$ cat config.mk
export PLATFORM = sky130hd
export DESIGN_NAME = el2_lsu_addrchk_arb
export DESIGN_NICKNAME = d
export VERILOG_FILES = /design/src/rtl/el2_pkg.sv /design/src/rtl/el2_lsu_arb_starve_cnt.sv /design/src/rtl/el2_lsu_addrchk_arb.sv
export SDC_FILE = /design/constraint.sdc
export NUM_CORES = 1
export LEC_CHECK = 0
export ABC_AREA = 1
export ABC_CLOCK_PERIOD_IN_PS = 6100
export CORE_MARGIN = 5
export CORE_UTILIZATION = 34
export DETAILED_ROUTE_END_ITERATION = 6
export PLACE_DENSITY_LB_ADDON = 0.15
export SYNTH_ARGS = -nofsm -noshare
export SYNTH_HDL_FRONTEND = slang
export SYNTH_HIERARCHICAL = 1
export SYNTH_SLANG_ARGS = --single-unit
$ cat constraint.sdc
create_clock -name clk -period 6.1 [get_ports clk]
set_clock_uncertainty 0.2 [all_clocks]
set_input_delay 0.915 -clock clk [delete_from_list [all_inputs] [get_ports clk]]
set_output_delay 0.915 -clock clk [all_outputs]
set_load 0.01 [all_outputs]
$ cat src/rtl/el2_pkg.sv
// LSU address-check arbiter shared types: source ids, request bundle
// and access-size decode.
package el2_pkg;

  typedef enum logic [1:0] {
    SRC_NONE = 2'd0,
    SRC_CORE = 2'd1,
    SRC_DMA  = 2'd2,
    SRC_DBG  = 2'd3
  } el2_lsu_arb_src_e;

  typedef struct packed {
    logic [31:0] addr;
    logic [1:0]  size;
    logic        store;
  } el2_lsu_arb_req_t;

  // size 3 is not a legal LSU size; it is treated as a word
  function automatic logic [2:0] el2_lsu_size_bytes(
    input logic [1:0] size
  );
    logic [2:0] b;
    case (size)
      2'd0:    b = 3'd1;
      2'd1:    b = 3'd2;
      default: b = 3'd4;
    endcase
    return b;
  endfunction

endpackage

$ cat src/rtl/el2_lsu_arb_starve_cnt.sv
// Saturating 4-bit DMA wait counter; sat flags that DMA must win
// the next arbitration.
module el2_lsu_arb_starve_cnt #(
  parameter int unsigned MAX = 15
) (
  input  logic clk,
  input  logic rst,
  input  logic inc,
  input  logic clr,
  output logic sat
);

  localparam logic [3:0] MAX_C = 4'(MAX);

  logic [3:0] cnt_q;
  logic [3:0] cnt_d;

  always_comb begin
    cnt_d = cnt_q;
    if (clr) begin
      cnt_d = 4'd0;
    end else if (inc && (cnt_q != MAX_C)) begin
      cnt_d = cnt_q + 4'd1;
    end
  end

  always_ff @(posedge clk or posedge rst) begin
    if (rst) begin
      cnt_q <= 4'd0;
    end else begin
      cnt_q <= cnt_d;
    end
  end

  assign sat = (cnt_q == MAX_C);

endmodule

$ cat src/rtl/el2_lsu_addrchk_arb.sv
// Core/DMA/debug arbiter feeding the LSU address checker issue slot.
// Debug requester is built in only with EL2_LSU_ARB_DBG_EN defined.
module el2_lsu_addrchk_arb
  import el2_pkg::*;
#(
  parameter int unsigned STARVE_MAX = 15
) (
  input  logic        clk,
  input  logic        rst,
  input  logic        core_req_valid,
  input  logic [31:0] core_req_addr,
  input  logic [1:0]  core_req_size,
  input  logic        core_req_store,
  output logic        core_req_ready,
  input  logic        dma_req_valid,
  input  logic [31:0] dma_req_addr,
  input  logic [1:0]  dma_req_size,
  input  logic        dma_req_store,
  output logic        dma_req_ready,
  input  logic        dbg_req_valid,
  input  logic [31:0] dbg_req_addr,
  input  logic [1:0]  dbg_req_size,
  input  logic        dbg_req_store,
  output logic        dbg_req_ready,
  input  logic        chk_stall,
  output logic        chk_valid_d,
  output logic [31:0] chk_start_addr_d,
  output logic [31:0] chk_end_addr_d,
  output logic        chk_store_d,
  output logic        chk_dma_d,
  output logic [1:0]  chk_src_d
);

  el2_lsu_arb_req_t core_r, dma_r, dbg_r, win;
  el2_lsu_arb_src_e src_w;
  logic             dbg_v;
  logic             accept, dma_sat, dma_ovr;
  logic             g_core, g_dma, g_dbg;

  logic             valid_q, valid_d;
  logic [31:0]      start_q, start_d;
  logic [31:0]      end_q, end_d;
  logic             store_q, store_d;
  logic             dma_q, dma_d;
  el2_lsu_arb_src_e src_q, src_d;

  assign core_r = '{core_req_addr, core_req_size, core_req_store};
  assign dma_r  = '{dma_req_addr, dma_req_size, dma_req_store};

`ifdef EL2_LSU_ARB_DBG_EN
  assign dbg_v = dbg_req_valid;
  assign dbg_r = '{dbg_req_addr, dbg_req_size, dbg_req_store};
`else
  logic unused_dbg;
  assign unused_dbg = ^{dbg_req_valid, dbg_req_addr,
                        dbg_req_size, dbg_req_store};
  assign dbg_v = 1'b0;
  assign dbg_r = '0;
`endif

  el2_lsu_arb_starve_cnt #(
    .MAX (STARVE_MAX)
  ) u_starve (
    .clk (clk),
    .rst (rst),
    .inc (dma_req_valid & ~g_dma),
    .clr (g_dma | ~dma_req_valid),
    .sat (dma_sat)
  );

  // no grants while the slot is stalled or reset is held
  assign accept  = ~(valid_q & chk_stall) & ~rst;
  assign dma_ovr = dma_req_valid & dma_sat;
  assign g_core  = accept & core_req_valid & ~dma_ovr;
  assign g_dbg   = accept & dbg_v & ~core_req_valid & ~dma_ovr;
  assign g_dma   = accept & dma_req_valid &
                   (dma_ovr | (~core_req_valid & ~dbg_v));

  assign core_req_ready = g_core;
  assign dma_req_ready  = g_dma;
  assign dbg_req_ready  = g_dbg;

  always_comb begin
    win   = '0;
    src_w = SRC_NONE;
    unique case (1'b1)
      g_core: begin
        win   = core_r;
        src_w = SRC_CORE;
      end
      g_dbg: begin
        win   = dbg_r;
        src_w = SRC_DBG;
      end
      g_dma: begin
        win   = dma_r;
        src_w = SRC_DMA;
      end
      default: ;
    endcase
  end

  always_comb begin
    valid_d = valid_q;
    start_d = start_q;
    end_d   = end_q;
    store_d = store_q;
    dma_d   = dma_q;
    src_d   = src_q;
    if (accept) begin
      valid_d = (src_w != SRC_NONE);
      src_d   = src_w;
      dma_d   = (src_w == SRC_DMA);
      if (src_w != SRC_NONE) begin
        start_d = win.addr;
        // wraps past 2^32 on purpose; checker flags the crossing
        end_d   = win.addr
                + 32'(el2_lsu_size_bytes(win.size))
                - 32'd1;
        store_d = win.store;
      end
    end
  end

  always_ff @(posedge clk or posedge rst) begin
    if (rst) begin
      valid_q <= 1'b0;
      start_q <= 32'd0;
      end_q   <= 32'd0;
      store_q <= 1'b0;
      dma_q   <= 1'b0;
      src_q   <= SRC_NONE;
    end else begin
      valid_q <= valid_d;
      start_q <= start_d;
      end_q   <= end_d;
      store_q <= store_d;
      dma_q   <= dma_d;
      src_q   <= src_d;
    end
  end

  assign chk_valid_d      = valid_q;
  assign chk_start_addr_d = start_q;
  assign chk_end_addr_d   = end_q;
  assign chk_store_d      = store_q;
  assign chk_dma_d        = dma_q;
  assign chk_src_d        = src_q;

endmodule
==> reports/qor.yml <==
setup_path:
  path_buf_inv: 6
  startpoint_type: "primary input"
  crit_path_max_incr_delay_ns: 0.50
  crit_chain: "clkdlybuf4s50_1 -> inv_2 -> nand2_4 -> inv_2 -> nand2_2 -> inv_2 -> a22o_1 -> inv_1 -> nand2_1 -> ha_1 -> inv_1 -> ha_1 -> fa_1 -> nand3_1 -> nand3_1 -> nand3_1 -> nand3_1 -> nand3_1 -> nand3_1 -> nand3_1 -> nand2_1"
  end_kind: "flip-flop"
  cp_max_fo: 8
  path_class: "in -> reg"
  cp_slowest_cell: "clkdlybuf4s50_1"
  crit_family: "simple AND/OR/NAND/NOR gates"
  cpMostUsedCell: "nand3_1"
  required_ns: 6.14
  crit_arrival_ns: 4.16
grt:
  grt_pass1_wl_um: 27600
  grt_max_degree: 70
  antenna_found_initial: 0
  grt_overflow: 0
  gr-usage-all-layers_pct: 17.4
  grt_pass1_vias: 5450
finish:
  nets: 1180
  post-route-util_pct: 45.8
  areaGrowthSynthToFinish_pct: 32.9
  diodes: 0
  drive_above_1_share_pct: 6.93
clocking:
  cts_setup_buffers: 0
  clkSlewWorstSetupHoldPaths_ns: 0.06
  cts_root_buf: "clkbuf_16"
  cts_hold_buf: 0
  clk_latency_ns: 0.35
  cts_sinks: 73
  htree_num_levels: 3
  cts_tree: "built"
  cts_buffer_depth: 2
  ctsResizeCount: 0
  numCtsBuffers: 9
timing:
  hold_viol_final: 0
  drv_slew: 0
  rsz0062_at_grt: "false"
  period_needed_ns: 4.12
  setup_violations: 0
  tns_ns: 0
  fin_crit_sh_pct: 67.5
  clock.fmax_mhz: 243
  max_slew_margin_pct: 37.4
  worstMarginPinSlew_ns: 0.938
yosys:
  ys.flop_type: "dfrtp_1"
  synth.ff_latch_count: 73
  synthesis.area_sq_um: 5920
  yosysSeqAreaShare_pct: 30.9
  yosys_warnings: 6
  syn-num-nets: 1036
  synth_cell_type_count: 33
  synth_edf_count: 0
  syn-instance-count: 890
  synthArstFlopShare_pct: 100
  syn-mean-instance-area_sq_um: 6.65
detailed_routing:
  drtIter0Drc: 262
  drt-wirelength-per-cell_um: 13.4
  vias_per_cell: 4.37
  first_pass_iters: 5
  drc_errors: 0
  vias: 5525
  routed_wl_um: 17000
  ant_nets: 0
placed_design:
  place.gp.congestion: 0.907
  place_hpwl_um: 13400
  io_buffers: 145
die:
  core_sq_um: 17200
  die_w_um: 142
  die_h_um: 142
  rows: 48
  initial_core_util_pct: 34.5
  ios: 183
  dieArea_sq_um: 20100
pwr:
  vdd.ir_drop.worst_mv: 0.158
  p_per_area_nw_per_um2: 296
  p_total_mw: 2.33
  p_leak_nw: 4.31
hold_path:
  hp-class: "reg -> reg"
status:
  status: "completed"
run:
  cap_violations: 0
cell usage after synthesis, types with 8 or more instances:
cell,instances,area [sq um]
xnor2_1,13,114
nor2_1,44,165
o21ai_0,14,70.1
inv_1,182,683
o22ai_1,8,50.1
nand2_1,349,1310
inv_2,25,93.8
nand3_1,58,290
a21oi_1,21,105
ha_1,34,425
dfrtp_1,73,1830
o22ai_4,19,380
kinds of logic after synthesis:
kind of cell               Yosys count  synth area share (%)
AOI/OAI and AO/OA                   75                  11.9
DFF                                 73                  30.9
xor gates and xnor gates            14                  2.07
and+or+nand+nor                    468                  32.0
other                                1                0.0634
buffers and inverters              224                  15.5
adders and majority gates           35                  7.53
sequential cells by signal (all words and copies together), names as in the netlist:
signal	flops
chk_end_addr_d	32
chk_start_addr_d	32
u_starve/cnt_q	4
chk_src_d	2
chk_dma_d	1
chk_store_d	1
chk_valid_d	1
area by class of cell:
| class | count | area (sq um) |
|---|---|---|
| clock buffers | 9 | 225 |
| clock inverters | 7 | 95.1 |
| fillers | 1847 | 9310 |
| inverters | 207 | 777 |
| multi-input cells | 593 | 3170 |
| flip-flops and latches | 73 | 1830 |
| well taps | 225 | 282 |
| repair buffers | 150 | 1490 |
cells in the final DEF, fill, tap and decap left out, types with 2 or more instances in the layout:
cell	count
nand2_1	349
inv_1	182
clkdlybuf4s50_1	145
dfrtp_1	73
nand3_1	58
nor2_1	44
ha_1	34
inv_2	25
a21oi_1	21
o22ai_4	19
o21ai_0	14
xnor2_1	13
clkbuf_16	9
o22ai_1	8
nand4_1	6
a22o_1	5
buf_4	5
nand2_2	3
o21bai_1	3
nor3_1	2
o21ai_1	2
nand3b_1	2
bufinv_16	2
clkinv_2	2
clkinv_4	2
layer usage:
| metal | vias up | part of all wire [%] | routed length [um] | global-route usage (%) |
|---|---|---|---|---|
| met5 | - | 0 | 0 | 0 |
| met4 | 0 | 2.3 | 392 | 6.57 |
| met3 | 20 | 4.6 | 780 | 3.06 |
| met2 | 109 | 49 | 8250 | 30.4 |
| met1 | 2416 | 45 | 7560 | 21.5 |
| li1 | 2980 | - | - | - |
where the power goes:
part | internal, mW | switching (mW) | total, mW
Clock | 0.358 | 0.225 | 0.583
Combinational | 0.487 | 0.573 | 1.06
Sequential | 0.614 | 0.0691 | 0.683
Total | 1.46 | 0.868 | 2.33
worst reg2reg max path, stage by stage, from the launching register on:
cell	delay [ns]
dfrtp_1	0.41
ha_1	0.20
nand3_1	0.11
inv_1	0.09
nand2_1	0.05
nand2_1	0.15
nor2_8	0.07
inv_2	0.62
buf_4	0.40
o22ai_4	0.11
ha_1	0.43
nand2_1	0.12
nor2_1	0.20
nand2_1	0.10
nor2_1	0.12
nand2_1	0.08
nand3_1	0.09
nand2_1	0.05
nand3_1	0.08
nand2_1	0.05
metrics by stage:
stage | hold WS (ns) | worst slack, ns | std cells | cell area [sq um]
2_1_floorplan | 0.288 | 1.70 | 890 | 5920
3_3_place_gp | 0.253 | 1.61 | 1248 | 7550
3_5_place_dp | 0.259 | 1.59 | 1248 | 7550
4_1_cts | 0.274 | 1.95 | 1264 | 7870
5_1_grt | 0.288 | 1.68 | 1264 | 7870
6_report | 0.271 | 1.98 | 1264 | 7870
final timing paths:
kind / start / end / slack [ns] / cells past startpoint
min: chk_end_addr_d[1] / chk_end_addr_d[1] / 0.27 / 2
max in group asynchronous: rst / chk_end_addr_d[16] / 4.02 / 3
max reg2reg: u_starve/cnt_q[0] / chk_end_addr_d[26] / 2.26 / 19
max: rst / chk_end_addr_d[21] / 1.98 / 21
min reg2reg: chk_end_addr_d[1] / chk_end_addr_d[1] / 0.27 / 2
min in group asynchronous: rst / u_starve/cnt_q[0] / 0.61 / 2
(Power assumes the default switching activity.)
